==> src/rtl/prog_loader_pkg.sv <==
// prog_loader_pkg: shared types and constants for the program loader.
//   state_e      : loader FSM states
//   MODE_*       : encodings driven onto the processor's 2-bit mode input
package prog_loader_pkg;

   typedef enum logic [2:0] {
      S_IDLE,
      S_FETCH,
      S_SHIFT,
      S_WAIT,
      S_RUN
   } state_e;

   localparam logic [1:0] MODE_IDLE     = 2'b00;
   localparam logic [1:0] MODE_LD_INSTR = 2'b01;
   localparam logic [1:0] MODE_LD_REGS  = 2'b10;
   localparam logic [1:0] MODE_RUN      = 2'b11;

endpackage

==> src/rtl/prog_loader_shift.sv <==
// prog_loader_shift: WORD_W-bit parallel-in / serial-out shift register, MSB first.
// Ports:
//   clk, rst_n  clock, synchronous active-low reset
//   load        capture data, clear bit counter
//   en          shift left one bit, advance bit counter
//   data        parallel word
//   mosi        current MSB of the shift register
//   last_bit    the bit currently on mosi is the final bit of the word
module prog_loader_shift #(
   parameter int WORD_W = 8
) (
   input  logic              clk,
   input  logic              rst_n,
   input  logic              load,
   input  logic              en,
   input  logic [WORD_W-1:0] data,
   output logic              mosi,
   output logic              last_bit
);

   localparam int CNT_W = (WORD_W > 1) ? $clog2(WORD_W) : 1;

   logic [WORD_W-1:0] sr_q, sr_d;
   logic [CNT_W-1:0]  cnt_q, cnt_d;

   always_comb begin
      sr_d  = sr_q;
      cnt_d = cnt_q;
      if (load) begin
         sr_d  = data;
         cnt_d = '0;
      end else if (en) begin
         sr_d  = {sr_q[WORD_W-2:0], 1'b0};
         cnt_d = cnt_q + 1'b1;
      end
   end

   always_ff @(posedge clk) begin
      if (!rst_n) begin
         sr_q  <= '0;
         cnt_q <= '0;
      end else begin
         sr_q  <= sr_d;
         cnt_q <= cnt_d;
      end
   end

   assign mosi     = sr_q[WORD_W-1];
   assign last_bit = (cnt_q == CNT_W'(WORD_W - 1));

endmodule

==> src/rtl/prog_loader.sv <==
// prog_loader: boots tt_um_tiny_processor from a local program ROM.
// On start, loads N_INSTR instruction words (mode 01) then N_REGS register words
// (mode 10) serially over cs/mosi, each handshaked by done_in, then enters run (mode 11).
// Ports:
//   clk, rst_n   clock (also serial bit clock), synchronous active-low reset
//   start        single-cycle load request, honoured in IDLE or RUN
//   rom_addr     ROM address (instructions first, register words follow)
//   rom_data     ROM data, sampled at the end of the FETCH cycle
//   mode_out     processor mode
//   cs, mosi     serial select (active low) and data, MSB first
//   done_in      processor word-accepted strobe, sampled only in WAIT_DONE
//   busy         loading in progress
//   load_done    high while in RUN
//   err          sticky done_in timeout flag
// Optional feature: define PROG_LOADER_TIMEOUT_EN to abort a load when done_in does
// not arrive within DONE_TIMEOUT WAIT_DONE cycles; otherwise err is tied low.
module prog_loader
   import prog_loader_pkg::*;
#(
   parameter int N_INSTR      = 16,
   parameter int N_REGS       = 16,
   parameter int WORD_W       = 8,
   parameter int DONE_TIMEOUT = 255
) (
   input  logic                                clk,
   input  logic                                rst_n,
   input  logic                                start,
   output logic [$clog2(N_INSTR+N_REGS)-1:0]   rom_addr,
   input  logic [WORD_W-1:0]                   rom_data,
   output logic [1:0]                          mode_out,
   output logic                                cs,
   output logic                                mosi,
   input  logic                                done_in,
   output logic                                busy,
   output logic                                load_done,
   output logic                                err
);

   localparam int AW = $clog2(N_INSTR + N_REGS);

   state_e          state_q, state_d;
   logic [1:0]      mode_q, mode_d;
   logic [AW-1:0]   idx_q, idx_d;
   logic [AW-1:0]   addr_q, addr_d;
   logic            sh_load, sh_en, sh_mosi, sh_last;
   logic            last_word;
   logic            start_acc;
   logic            tmo_fire;

   // Last word of the current phase; the phase is implied by mode_q.
   assign last_word = (mode_q == MODE_LD_INSTR) ? (idx_q == AW'(N_INSTR - 1))
                                                : (idx_q == AW'(N_REGS - 1));

   assign start_acc = start && ((state_q == S_IDLE) || (state_q == S_RUN));

`ifdef PROG_LOADER_TIMEOUT_EN
   localparam int TW = $clog2(DONE_TIMEOUT + 1);

   logic [TW-1:0] tmo_q;
   logic          err_q;

   // done_in in the timeout cycle takes priority, so it gates the abort.
   assign tmo_fire = (state_q == S_WAIT) && !done_in && (tmo_q == TW'(DONE_TIMEOUT - 1));

   always_ff @(posedge clk) begin
      if (!rst_n) begin
         tmo_q <= '0;
         err_q <= 1'b0;
      end else begin
         tmo_q <= (state_q == S_WAIT) ? tmo_q + 1'b1 : '0;
         if (start_acc)     err_q <= 1'b0;
         else if (tmo_fire) err_q <= 1'b1;
      end
   end

   assign err = err_q;
`else
   logic unused_tmo;
   assign tmo_fire   = 1'b0;
   assign unused_tmo = (DONE_TIMEOUT != 0);
   assign err        = 1'b0;
`endif

   always_comb begin
      state_d = state_q;
      mode_d  = mode_q;
      idx_d   = idx_q;
      addr_d  = addr_q;
      sh_load = 1'b0;
      sh_en   = 1'b0;
      case (state_q)
         S_IDLE, S_RUN: begin
            if (start_acc) begin
               state_d = S_FETCH;
               mode_d  = MODE_LD_INSTR;
               idx_d   = '0;
               addr_d  = '0;
            end
         end
         S_FETCH: begin
            sh_load = 1'b1;
            state_d = S_SHIFT;
         end
         S_SHIFT: begin
            sh_en = 1'b1;
            if (sh_last) state_d = S_WAIT;
         end
         S_WAIT: begin
            if (done_in) begin
               if (!last_word) begin
                  idx_d   = idx_q + 1'b1;
                  addr_d  = addr_q + 1'b1;
                  state_d = S_FETCH;
               end else if (mode_q == MODE_LD_INSTR) begin
                  // Register words sit directly after the instructions in ROM.
                  mode_d  = MODE_LD_REGS;
                  idx_d   = '0;
                  addr_d  = AW'(N_INSTR);
                  state_d = S_FETCH;
               end else begin
                  mode_d  = MODE_RUN;
                  state_d = S_RUN;
               end
            end else if (tmo_fire) begin
               mode_d  = MODE_IDLE;
               state_d = S_IDLE;
            end
         end
         default: state_d = S_IDLE;
      endcase
   end

   always_ff @(posedge clk) begin
      if (!rst_n) begin
         state_q <= S_IDLE;
         mode_q  <= MODE_IDLE;
         idx_q   <= '0;
         addr_q  <= '0;
      end else begin
         state_q <= state_d;
         mode_q  <= mode_d;
         idx_q   <= idx_d;
         addr_q  <= addr_d;
      end
   end

   prog_loader_shift #(.WORD_W(WORD_W)) u_shift (
      .clk      (clk),
      .rst_n    (rst_n),
      .load     (sh_load),
      .en       (sh_en),
      .data     (rom_data),
      .mosi     (sh_mosi),
      .last_bit (sh_last)
   );

   // cs is low exactly for the WORD_W SHIFT cycles; mosi is forced 0 elsewhere.
   assign cs        = (state_q != S_SHIFT);
   assign mosi      = (state_q == S_SHIFT) && sh_mosi;
   assign rom_addr  = addr_q;
   assign mode_out  = mode_q;
   assign busy      = (state_q == S_FETCH) || (state_q == S_SHIFT) || (state_q == S_WAIT);
   assign load_done = (state_q == S_RUN);

endmodule

==> config.mk <==
export PLATFORM = sky130hd
export DESIGN_NAME = prog_loader
export DESIGN_NICKNAME = d
export VERILOG_FILES = /design/src/rtl/prog_loader_pkg.sv /design/src/rtl/prog_loader_shift.sv /design/src/rtl/prog_loader.sv
export SDC_FILE = /design/constraint.sdc
export NUM_CORES = 1
export LEC_CHECK = 0
export BUFFER_PORTS_ARGS = -buffer_cell sky130_fd_sc_hd__buf_2
export CORE_MARGIN = 1
export CORE_UTILIZATION = 53
export DETAILED_ROUTE_END_ITERATION = 8
export PLACE_DENSITY = 0.78
export SLEW_MARGIN = 40
export SYNTH_ARGS = -nofsm -noshare
export SYNTH_HDL_FRONTEND = slang
export SYNTH_SLANG_ARGS = --single-unit
==> constraint.sdc <==
create_clock -name clk -period 2 [get_ports clk]
set_input_delay 0.3 -clock clk [delete_from_list [all_inputs] [get_ports clk]]
set_output_delay 0.3 -clock clk [all_outputs]
set_load 0.01 [all_outputs]
Word level (Yosys, flattened, before mapping)
Cells that the tools add are included.

Bits in registers: 26. Input bits: 12. Output and inout port bits: 12. Word-level logic and storage cells: 60.

$add $sub $neg: 3. Eq/ne operators: 13. Multiplexer cells: 24. Bitwise gates (word level): 1. Reduce and logical (&&, ||, !) cells: 13.

Operators by type and width (count): 5-bit 2-to-1 mux (7); 5-bit one-hot mux with 2 select lines (2); 8-bit 2-to-1 mux (2); 3-bit 2-to-1 mux (5); 3-bit one-hot mux with 4 select lines (1); 5-bit by 1-bit adder with 5-bit output (second input constant) (2); 2-bit inequality test (second input constant) (4); 4-bit AND reduction (2); 3-bit by 2-bit == test with 1-bit output (second input constant) (2); 3-bit == test (second input constant) (2); 2-bit 2-to-1 mux (3); 5-bit by 4-bit == test with 1-bit output (second input constant) (1); 2-bit one-hot mux with 2 select lines (1); 2-bit nonzero test (2); 2-bit OR reduction (2); 3-bit by 1-bit adder with 3-bit output (second input constant) (1); 3-bit by 1-bit == test with 1-bit output (second input constant) (1); 3-bit zero test (1); 1-bit logical OR (3); 1-bit 2-to-1 mux (3); 3-bit by 2-bit inequality test with 1-bit output (second input constant) (1); 3-bit inequality test (second input constant) (1); 3-bit AND reduction (1); 2-bit by 1-bit == test with 1-bit output (second input constant) (1); 2 further kinds (3).

Depth between registers and ports, before layout
Depth after elaboration: 5. Gate-level depth with buffers: 6. Depth with buffers taken out: 5.

Modules after synthesis
Synthesis repeated with hierarchy kept, for this count alone.

Cells, all modules: 144. Area total of the unflattened synthesis: 1338.8 µm².

By module, submodules not included: prog_loader (instances 1, cells an instance 97, area each 813.3 µm²); prog_loader_shift (instances 1, cells an instance 47, area each 525.5 µm²).

Least setup slack after synthesis
OpenSTA, ideal clock, no wires.

Path type: register -> register. Start: register state_q[1]. End: register idx_q[2]. Library setup time: 74 ps. Arrival: 1543 ps. Required time: 1926 ps. Path slack: 383 ps. Stages on the path, launching flop included: 6. Buffers on the path: 1. Cell sequence: dfxtp_1 -> buf_6 -> or3b_4 -> and2_4 -> or4_1 -> a31oi_1.

Word-level cells in the longest chain between the ends: 5.

Ends and longest elaborated chain: from (decl) (RTL line prog_loader.sv:41) `state_e state_q, state_d;`; from (signal assigned) (RTL line prog_loader.sv:140) `state_q <= state_d;`; 3-bit == test / 3-bit zero test (equally long branches) (RTL line prog_loader.sv:54, prog_loader.sv:91); 1-bit logical OR (RTL line prog_loader.sv:54) `assign start_acc = start && ((state_q == S_IDLE) || (state_q == S_RUN));`; 1-bit logical AND (RTL line prog_loader.sv:54); 2-bit inequality test (no line); 4-bit AND reduction (no line); to (signal assigned) (RTL line prog_loader.sv:142) `idx_q <= idx_d;`; to (decl) (RTL line prog_loader.sv:43) `logic [AW-1:0] idx_q, idx_d;`.

Parallel ways exist; a longest one is shown, timed or not. A chain may end at the register's enable or synchronous reset.

Worst setup path in the final report
Start: register state_q[1]. End: output cs.

Word-level cells in the longest chain between the ends: 1.

Ends and longest elaborated chain: 3-bit by 2-bit inequality test with 1-bit output (RTL line prog_loader.sv:158) `assign cs = (state_q != S_SHIFT);`; to (decl) (RTL line prog_loader.sv:31) `output logic cs,`.

Every way passes these cells.

==> run summary <==
Leak: 0.000584 uW
Final ANT Viol Nets: 0
Hold path cells: 2
Ant diodes: 0
Mapped Cells: 139
Initial antenna violation count: 0
Setup Buffers After CTS: 0
Post-route DRC: 0
Yosys top cell by area: dfxtp_1
Met3 GRT Util: 3.70%
Share of cells above drive strength 1: 19.3%
Total wire length: 2440 um
WP data required: 1.70 ns
Mean post-synth cell area: 8.72 um2
Hold Path Class: input pin to register
Total track usage: 22.1%
Commonest non-fill, non-tap cell in the layout: dfxtp_1
H-tree depth: 1
Wire per inst: 13.0 um
# nets final: 178
Seq cells post-synth: 26
Hold Fails Final Rpt: 0
Synth-to-layout area growth: 14.6%
Starting DRT DRC Count: 20
GR peak layer: met2
Root Buffer: clkbuf_4
Routability cong.: 0.841
Worst setup path start: state_q[1]
Area of the mapped netlist: 0.00121 mm2
Wire length of the first global-routing pass: 4360 um
Crit path arrival time: 1.56 ns
Starting Density: 58.8%
Status: finished clean
Longest Clk Path Bufs: 2
Grt met2 use: 34.5%
PwrDens: 794 mW/mm2
# fillers: 179
Dominant cells by area after synthesis: dfxtp_1 43%, mux2i_1 5.0%, ha_1 4.1%, o21ai_0 4.1%, nor2_1 3.7%
FF-to-FF End: idx_q[1]
Crit end category: primary output
Critical Path Source Type: register
TritonCTS clock tree: done
CTS Hold Buffers Added: 0
Synth unique cells: 36
Via count: 1065
Placed instance area: 0.00134 mm2
Post-synth top flop: dfxtp_1
Max-slew violations: 0
Max Clk Rate: 538 MHz
Number of core rows: 16
# clock sinks: 26
I/O Pins: 24
Unrepaired setup endpoints after global routing: no
Die footprint: 0.00248 mm2
Post-synth EDFFs: 0
Hold Crit Endpoint: state_q[1]
Worst slew margin: 65.0%
Sequential cell area fraction in the yosys report: 42.9%
Number of vias per cell: 5.66
Post-DP HPWL: 1790 um
Setup TNS: 0 ns
Gr ovfl total: 0
Port-buffer cells: 22
Total iterations of the first detailed-routing run: 4
Most frequent cells in the layout: 26 x dfxtp_1, 22 x buf_2, 12 x nor2_1
FF-to-FF Start: state_q[0]
Die width: 49.8 um
Later-pin clock latency in the skew report: 0.31 ns
Final core area utilization: 67.4%
CTS clk-pin slew, worst paths: 0.14 ns
Worst VDD drop: 0.565 mV
Maximum fanout along the worst path: 11
Met1 usage: 32.2%
Flop-to-flop setup slack: 0.22 ns
Core area: 0.00206 mm2
Largest net degree at the start of global routing: 16
Yosys top cell area share: 42.9%
Min Clock Period, post-route: 1.86 ns
HP Start: done_in
Max cap viols: 0
Final Cycle Share: 92.9%
Tightest Pin Transition: 0.521 ns
Synth warnings: 0
Vias in the first global route: 1017
Worst setup path class: register to primary output
Num CTS Buffers: 3
Endpoints failing setup: 0
Hold slack: 0.216 ns
Clock skew: 0.00503 ns
Die Ht: 49.8 um
Worst reg-to-reg path cell count: 4
Post-synth ARST share: 0%
Layout Cell Area excl Fill: 0.00139 mm2
Synth Net Count: 155
# resized after CTS: 0
==> how the worst max path moves through the flow <==
stage | cells past startpoint | end
2_1_floorplan | 5 | idx_q[2]
3_3_place_gp | 4 | idx_q[2]
3_5_place_dp | 4 | idx_q[2]
4_1_cts | 4 | cs
5_1_grt | 5 | idx_q[1]
6_report | 4 | cs
==> sequential cells by signal, summed over array words and instances (netlist names) <==
| signal | cells |
|---|---|
| u_shift.sr_q | 8 |
| mode_out | 2 |
| idx_q | 5 |
| state_q | 3 |
| rom_addr | 5 |
| u_shift.cnt_q | 3 |
==> synth_stat cells, types with 2 or more instances <==
cell and instances:
dfxtp_1 26, nor2_1 12, nand2_1 11, o21ai_0 10, a21oi_1 8, a31oi_1 6
inv_1 6, mux2i_1 6, a22oi_1 5, ha_1 4, nand3_1 4, and2_1 3
clkbuf_1 3, nor3_1 3, nor3b_1 3, o22ai_1 3, xnor2_1 3, a211oi_1 2
and3_1 2, nand2b_1 2, nand4b_1 2
==> power by group <==
group          total (uW)  switching, uW  leakage [uW]  internal [uW]
Sequential            576           27.8      0.000211            548
Clock                 354            151     0.0000279            202
Combinational         174           99.1      0.000345           74.6
==> stage by stage <==
stage / std cells / setup slack, ns / power [uW]
finish: 188 / 0.141 / 1100
global route: 188 / 0.0613 / 1150
CTS: 188 / 0.143 / 1110
detailed placement: 184 / 0.289 / 758
global placement: 184 / 0.352 / 750
floorplan: 139 / 0.383 / 710
==> cell families (layout without fill, tap and decap cells) <==
family | count (synthesis) | after routing | share of synthesized area, %
multiplexers | 6 | 6 | 4.95
other | 1 | 1 | 0.309
buffers and inverters | 12 | 34 | 4.75
AND/OR/NAND/NOR | 50 | 50 | 22.2
adder cells (fa/ha/maj) | 4 | 4 | 4.13
flip-flops | 26 | 26 | 42.9
XOR/XNOR | 3 | 3 | 2.17
AO/OA/AOI/OAI | 37 | 37 | 18.6
==> worst max-delay path: stages (launching register included) <==
cell and delay (ns):
dfxtp_1 0.51, nor3b_1 0.24, buf_4 0.23, inv_1 0.11, buf_2 0.15
==> per-layer routing <==
| layer | up-vias | routed length, um |
|---|---|---|
| met5 | - | 0 |
| met4 | 0 | 14 |
| met1 | 496 | 1220 |
| li1 | 542 | - |
| met2 | 25 | 1110 |
| met3 | 2 | 106 |
==> layout make-up <==
| class | instances | area, um2 | share of cell area [%] |
|---|---|---|---|
| Clock buffer | 3 | 22.5 | 1.62 |
| Sequential cell | 26 | 520 | 37.5 |
| Clock inverter | 1 | 30.0 | 2.16 |
| Inverter | 6 | 22.5 | 1.62 |
| Tap cell | 27 | 33.8 | 2.43 |
| Timing Repair Buffer | 24 | 125 | 9.01 |
| Multi-Input combinational cell | 101 | 634 | 45.7 |
Note: power is estimated with default switching activity, not from simulation.
